### src/rtl/led_mode_ctrl.sv
// rtl/led_mode_ctrl.sv - button debounce, mode/speed selection and step-tick pacing for LED pattern stages
module led_mode_ctrl #(
    parameter int CLK_DIV         = 25_000_000,
    parameter int DEBOUNCE_CYCLES = 500_000
) (
    input  logic       clk,
    input  logic       reset,
    input  logic       btn_mode,
    input  logic       btn_speed,
    output logic [1:0] mode,
    output logic [1:0] speed,
    output logic [3:0] en_mode,
    output logic       restart
);

    // Prescaler must hold 8*CLK_DIV-1 at the slowest speed.
    localparam int PW = $clog2(8 * CLK_DIV);
    localparam int DW = $clog2(DEBOUNCE_CYCLES + 1);

    localparam logic [DW-1:0] DB_LIMIT = DW'(DEBOUNCE_CYCLES);
    localparam logic [PW-1:0] TERM_S0  = PW'(CLK_DIV - 1);
    localparam logic [PW-1:0] TERM_S1  = PW'(2 * CLK_DIV - 1);
    localparam logic [PW-1:0] TERM_S2  = PW'(4 * CLK_DIV - 1);
    localparam logic [PW-1:0] TERM_S3  = PW'(8 * CLK_DIV - 1);

    // Index 0 is the mode button, index 1 the speed button.
    logic [1:0]          btn_raw;
    logic [1:0]          sync1_q, sync1_d;
    logic [1:0]          sync2_q, sync2_d;
    logic [1:0]          deb_q, deb_d;
    logic [1:0]          deb_dly_q, deb_dly_d;
    logic [1:0][DW-1:0]  db_cnt_q, db_cnt_d;
    logic [1:0]          press;

    logic [1:0]          mode_q, mode_d;
    logic [1:0]          speed_q, speed_d;
    logic [PW-1:0]       pre_q, pre_d;
    logic [PW-1:0]       term;
    logic                tick;
    logic [3:0]          en_q, en_d;
    logic                restart_q, restart_d;

    assign btn_raw = {btn_speed, btn_mode};

    // Synchronize both buttons and require a run of mismatched samples before accepting a new level.
    always_comb begin
        sync1_d   = btn_raw;
        sync2_d   = sync1_q;
        deb_dly_d = deb_q;
        deb_d     = deb_q;
        db_cnt_d  = '0;
        for (int i = 0; i < 2; i++) begin
            if (sync2_q[i] != deb_q[i]) begin
                if (db_cnt_q[i] == DB_LIMIT) begin
                    deb_d[i] = ~deb_q[i];
                end else begin
                    db_cnt_d[i] = db_cnt_q[i] + DW'(1);
                end
            end
        end
    end

    // Press event is a debounced rising edge; releases are ignored.
    assign press = deb_q & ~deb_dly_q;

    // Select the prescaler terminal count for the current speed (speed 0 is fastest).
    always_comb begin
        term = TERM_S0;
        case (speed_q)
            2'd0:    term = TERM_S0;
            2'd1:    term = TERM_S1;
            2'd2:    term = TERM_S2;
            2'd3:    term = TERM_S3;
            default: term = TERM_S0;
        endcase
    end

    // Step mode/speed on presses, run the prescaler and route the tick to the selected stage.
    always_comb begin
        mode_d    = mode_q;
        speed_d   = speed_q;
        pre_d     = pre_q + PW'(1);
        tick      = 1'b0;
        restart_d = press[0];
        if (press[0]) begin
            mode_d = mode_q + 2'd1;
        end
        if (press[1]) begin
            speed_d = speed_q + 2'd1;
        end
        // Any press restarts the period, which also drops a tick that would land on this edge.
        if (|press) begin
            pre_d = '0;
        end else if (pre_q == term) begin
            pre_d = '0;
            tick  = 1'b1;
        end
        en_d = tick ? (4'b0001 << mode_q) : 4'b0000;
    end

    // State registers; restart is held high through reset so the stages start clean.
    always_ff @(posedge clk or negedge reset) begin
        if (!reset) begin
            sync1_q   <= '0;
            sync2_q   <= '0;
            deb_q     <= '0;
            deb_dly_q <= '0;
            db_cnt_q  <= '0;
            mode_q    <= '0;
            speed_q   <= '0;
            pre_q     <= '0;
            en_q      <= '0;
            restart_q <= 1'b1;
        end else begin
            sync1_q   <= sync1_d;
            sync2_q   <= sync2_d;
            deb_q     <= deb_d;
            deb_dly_q <= deb_dly_d;
            db_cnt_q  <= db_cnt_d;
            mode_q    <= mode_d;
            speed_q   <= speed_d;
            pre_q     <= pre_d;
            en_q      <= en_d;
            restart_q <= restart_d;
        end
    end

    assign mode    = mode_q;
    assign speed   = speed_q;
    assign en_mode = en_q;
    assign restart = restart_q;

endmodule

### config.mk
export PLATFORM = sky130hd
export DESIGN_NAME = led_mode_ctrl
export DESIGN_NICKNAME = d
export VERILOG_FILES = /design/src/rtl/led_mode_ctrl.sv
export SDC_FILE = /design/constraint.sdc
export NUM_CORES = 1
export LEC_CHECK = 0
export ABC_AREA = 1
export CAP_MARGIN = 25
export CORE_AREA = 3 3 64 126
export CTS_BUF_LIST = sky130_fd_sc_hd__clkbuf_4 sky130_fd_sc_hd__clkbuf_8
export CTS_CLUSTER_DIAMETER = 30
export CTS_CLUSTER_SIZE = 10
export DETAILED_ROUTE_END_ITERATION = 6
export DIE_AREA = 0 0 67 129
export PLACE_DENSITY = 0.81
export REMOVE_ABC_BUFFERS = 1
export SLEW_MARGIN = 0
export SYNTH_ARGS = -nofsm -noshare
export SYNTH_HDL_FRONTEND = slang
export SYNTH_SLANG_ARGS = --single-unit
### constraint.sdc
create_clock -name clk -period 2.15 [get_ports clk]
set_input_delay 0.5375 -clock clk [delete_from_list [all_inputs] [get_ports clk]]
set_output_delay 0.5375 -clock clk [all_outputs]
set_load 0.005 [all_outputs]
# --- Yosys cells after proc, flatten, opt, wreduce, memory -nomap -nowiden ---
# Index checks and enable logic that the tools add are counted.
# W data, S select, Z words.
op_classes:
  mul: 0
  n_shift: 1
  n_reduce_logical: 4
  eq_ne: 8
  n_addsub: 5
  div_mod_pow: 0
  bitwise_logic: 4
  muxes: 10
  order_cmp: 0
op_table:
  columns: ["cell", "n"]
  rows:
  - ["$pmux W28 S4", 1]
  - ["$mux W19", 4]
  - ["$mux W28", 2]
  - ["$add A19 B1 Y19 const B", 2]
  - ["$eq A19 B19 Y1 const B", 2]
  - ["$add A28 B1 Y28 const B", 1]
  - ["$eq A28 B28 Y1", 1]
  - ["$add A2 B1 Y2 const B", 2]
  - ["$eq A2 B2 Y1 const B", 2]
  - ["$mux W4", 1]
  - ["$reduce_and A2 Y1", 2]
  - ["$shl A1 B2 Y4 const A", 1]
  - ["$and A2 B2 Y2", 1]
  - ["$eq A2 B1 Y1 const B", 1]
  - ["$logic_not A2 Y1", 1]
  - ["$mux W1", 2]
  - ["$ne A1 B1 Y1", 2]
  - ["$not A1 Y1", 2]
  - ["$not A2 Y2", 1]
  - ["$reduce_or A2 Y1", 1]
word_totals:
  input_bits: 4
  mem_bits_rw: 0
  latchBits: 0
  memories: 0
  reg_bits: 83
  mem_bits_ro: 0
  output_inout_bits: 9
  word_cells: 44

# --- Logic depth before layout (Yosys ltp) ---
logic_depth:
  ltp_word: 6
  depth_mapped: 12
  depth_no_buf: 11

# --- Least setup slack after synthesis ---
# Ideal clock, no wire load.
synth_timing:
  path_type: "reg2reg"
  from: "reg speed_q[0], in the netlist speed[0]"
  to: "reg pre_q[15]"
  slack_ns: 0.427
  stages_incl_launch_ff: 13
  path_buffers: 1
  setup_ns: 0.121
  arrival_time_ns: 1.603
  cell_sequence: "dfrtp_1 > inv_1 > ha_1 > nand2_1 > nand2_1 > inv_1 > nor2_1 > nand2_1 > nor2_2 > nand3_2 > nand2_4 > buf_12 > nor2_2"
synth_between:
  elab_chain_len: 5
  elab_cells_between_ends: 8
  cone_classes: "eq/ne: 4; mux: 3; reduce/logical: 1"
synth_rtl:
  columns: ["item", "line", "text"]
  rows:
  - ["from (decl)", "36", "logic [1:0] speed_q, speed_d;"]
  - ["from (signal assigned)", "121", "speed_q <= speed_d;"]
  - ["$eq A2 B2 Y1, or another cell as far along", "69", "case (speed_q)"]
  - ["$pmux W28 S4 (*)", "69", null]
  - ["$eq A28 B28 Y1 (*)", "94", "end else if (pre_q == term) begin"]
  - ["$mux W28 (*)", "94", null]
  - ["$mux W28 (*)", "92", "if (|press) begin"]
  - ["net pre_d[15]", "37", "logic [PW-1:0] pre_q, pre_d;"]
  - ["to (signal assigned)", "122", "pre_q <= pre_d;"]
  - ["to (decl)", "37", null]
# Mark *: on every way through the listed nets, which the timed path passes. The rest lies on a longest branch. The select of a mux whose other input is x is not followed.
# A chain may end at the register's enable or synchronous reset.

# --- Worst setup path after layout ---
layout_timing:
  from: "reg speed_q[0], in the netlist speed[0]"
  to: "out speed[0]"
layout_rtl:
  columns: ["item", "line", "text"]
  rows:
  - ["to (decl)", "11", "output logic [1:0] speed,"]
# No word-level cell between the ends.

==> metrics.md <==
| Metric | Value |
|---|---|
| Met2 Use GR | 46.6% |
| CP Capture Type | primary output |
| Post-Synth Simple-Gate Area | around 34% |
| Worst Hold Class | primary input to async pin |
| Tcrit/Tclk final | approximately 89% |
| Area of the multi-input gates | about 2200 µm² |
| Core area | between 7000 and 8000 µm² |
| Leakage | around 2.2 nW |
| Unique cell type count in the Yosys netlist | 27 |
| Max incr delay on CP | roughly 500 ps |
| Clk_skew | roughly 12 ps |
| CP Launch Type | register |
| Worst EP required | ~1600 ps |
| Synth-to-Final Area Change | 10.3% |
| Max Slew Vio Count | 0 |
| Rel. slew slack | between 60 and 70% |
| Crit path buffers/inverters | 2 |
| Ant diodes | 0 |
| Worst r2r src | speed[0] |
| Max-cap violation count | 0 |
| Final wirelength | 10000 µm |
| Clk Latency, worst-skew pair | between 300 and 400 ps |
| Critical path class | register to primary output |
| CP max-delay cell | clkdlybuf4s50_1 |
| Vias | ~3.8k |
| Critical path startpoint | speed[0] |
| Sink Count | just over 80 |
| Finished Cell Area | between 5000 and 6000 µm² |
| Maximum level of the CTS H-tree | 3 |
| Status | finished, final reports clean |
| CTS tree | built |
| CTS Buf Count | 9 |
| Yosys warns | 0 |
| M3 GR Usage | 5.85% |
| Worst path arrival time | 1380 ps |
| Largest net degree at the start of global routing | 44 |
| Vias in the first global route | 3745 |
| Final number of hold-violating endpoints | 0 |
| Initial core utilization | between 60% and 70% |
| Wirelength per Cell | ~14 µm |
| CP top delay family | buffers and inverters |
| Worst hold slack | 88.5 ps |
| Global Route met1 Usage | 25.9% |
| Final-report setup violation count | 0 |
| Sequential area share after synthesis | 45.2% |
| Placer congestion estimate | between 0.9 and 1 |
| Post-DRT Antenna Nets | 0 |
| Commonest cells after routing, fill and taps aside | nand2_1, nor2_1, dfrtp_1 |
| Die Wd | roughly 67 µm |
| Die Height | roughly 130 µm |
| Clock slew at reported path FFs | about 90 ps |
| Cell Area, Placed | 4830 µm² |
| Tmin final | roughly 1900 ps |
| Fillcell total | between 500 and 600 |
| Initial antenna violation count | 0 |
| Port Buffer Count | 12 |
| Vias per inst | 5.33 |
| Largest family of logic cells by synthesized area | simple AND/OR/NAND/NOR gates |
| Die area | 8640 µm² |
| Ports | 13 |
| Fmax | approximately 520 MHz |
| Register area | approximately 2100 µm² |
| GRT Resource Usage Total | roughly a quarter |
| Post-synthesis xor/xnor area fraction | 8.20% |
| HPWL Detailed | around 7600 µm |
| Global route total overflow | 0 |
| Critical-path maximum fanout | 6 |
| Unrepaired setup endpoints after global routing | false |
| Post-Syn Area | approximately 4600 µm² |
| Layer with the highest usage | met2 |
| Worst path cell trace | buf_4 -> clkdlybuf4s50_1 |
| Setup Total Neg Slack | 0 ps |
| Setup repair bufs after CTS | 0 |
| Synth Area in Compound Gates | ~1.8% |
| Worst-margin pin slew | between 400 and 500 ps |
| Nets | ~630 |
| Commonest non-fill, non-tap cell in the layout | nand2_1 |
| Cell Rows | 44 |
| Residual DRC count | 0 |
| Adder-Cell Fraction of Synth Area | roughly 3.8% |
| Detailed Routing Iterations Pass 1 | 5 |
| Multiplexer area fraction after synthesis | 0% |
| Share of layout cells above drive strength 1 | approximately 9.8% |
| #FFs+latches synth | 83 |
| Syn Inst Count | 584 |
| Pwr Density | around 570 nW/µm² |
| First-pass GRT wire length | between 15000 and 20000 µm |
| Peak VDD IR | about 0.50 mV |
| CTS root buf | clkbuf_8 |
| Initial drt markers | 278 |
| Mean Syn Cell Area | 7.87 µm² |
| Clock Path Buffers | 2 |
[cell families after synthesis]
kind of cell	Yosys count
compound gates	16
simple gates	355
buf+inv	73
fa+ha+maj	14
flops	83
xor+xnor	43
[flip-flops by register name, summed over array words and instances, names as in the netlist]
| signal | flops |
|---|---|
| sync2_q | 2 |
| db_cnt_q | 38 |
| deb_dly_d | 2 |
| restart | 1 |
| deb_dly_q | 2 |
| mode | 2 |
| en_mode | 4 |
| sync1_q | 2 |
| pre_q | 28 |
| speed | 2 |
[per-layer routing]
metal | part of all wire, % | wire, µm | up-vias
met5 | 0 | 0 | -
met4 | 5.8 | 584 | 0
met3 | 3.3 | 327 | 49
met2 | 56 | 5610 | 84
met1 | 35 | 3510 | 1769
li1 | - | - | 1853
[worst paths after layout]
kind / endpoint / slack, ps / cells past startpoint
min in group clk: sync2_q[1] / 350 / 0
setup reg to reg: pre_q[0] / 230 / 11
hold reg to reg: sync2_q[1] / 350 / 0
hold / removal: pre_q[14] / 90 / 1
max in group asynchronous: restart / 1430 / 2
setup / recovery: speed[0] / 230 / 2
[synthesized netlist by cell type, drive strengths merged]
cell type,count,share of area [%]
nor3b,5,0.82
a21oi,7,0.76
xnor2,10,1.9
dfrtp,82,45
o21ai,9,1.1
buf,2,0.68
nand2,138,12
nor3,8,0.87
nand3,34,4.0
nor2,151,14
ha,14,3.8
nand3b,5,0.82
dfstp,1,0.57
xor2,33,6.3
nand4,12,1.6
inv,69,5.6
clkinv,2,0.16
nor4,2,0.27
[layout make-up]
type | count | share of cell area [%]
multi-input cells | 428 | 44.0
inverters | 71 | 5.26
clock inverters | 6 | 1.75
repair buffers | 15 | 3.01
clock buffers | 10 | 2.72
flip-flops and latches | 83 | 41.0
well taps | 92 | 2.27
[report_power, final]
part | switching (mW) | total (mW) | internal, mW | leakage (nW)
sequential | 0.0111 | 1.58 | 1.57 | 1.13
clock | 0.557 | 1.24 | 0.685 | 0.108
combinational | 0.0564 | 0.0789 | 0.0225 | 0.941
total | 0.624 | 2.90 | 2.28 | 2.18
[through the flow]
stage / utilization (%) / total power [mW] / setup slack [ps] / std cells
after floorplan: - / 1.64 / 416 / 582
after global placement: 66.5 / 1.69 / 291 / 689
after detailed placement: 66.5 / 1.70 / 188 / 689
after CTS: 69.6 / 2.95 / 167 / 705
after global routing: 69.7 / 3.01 / 52.3 / 705
final: 69.7 / 2.90 / 229 / 705
[what timing repair did]
action	CTS	global route
resized for setup	0	1
endpoints found under the setup margin	0	4
hold buffers	0	0
(Power assumes the default switching activity.)
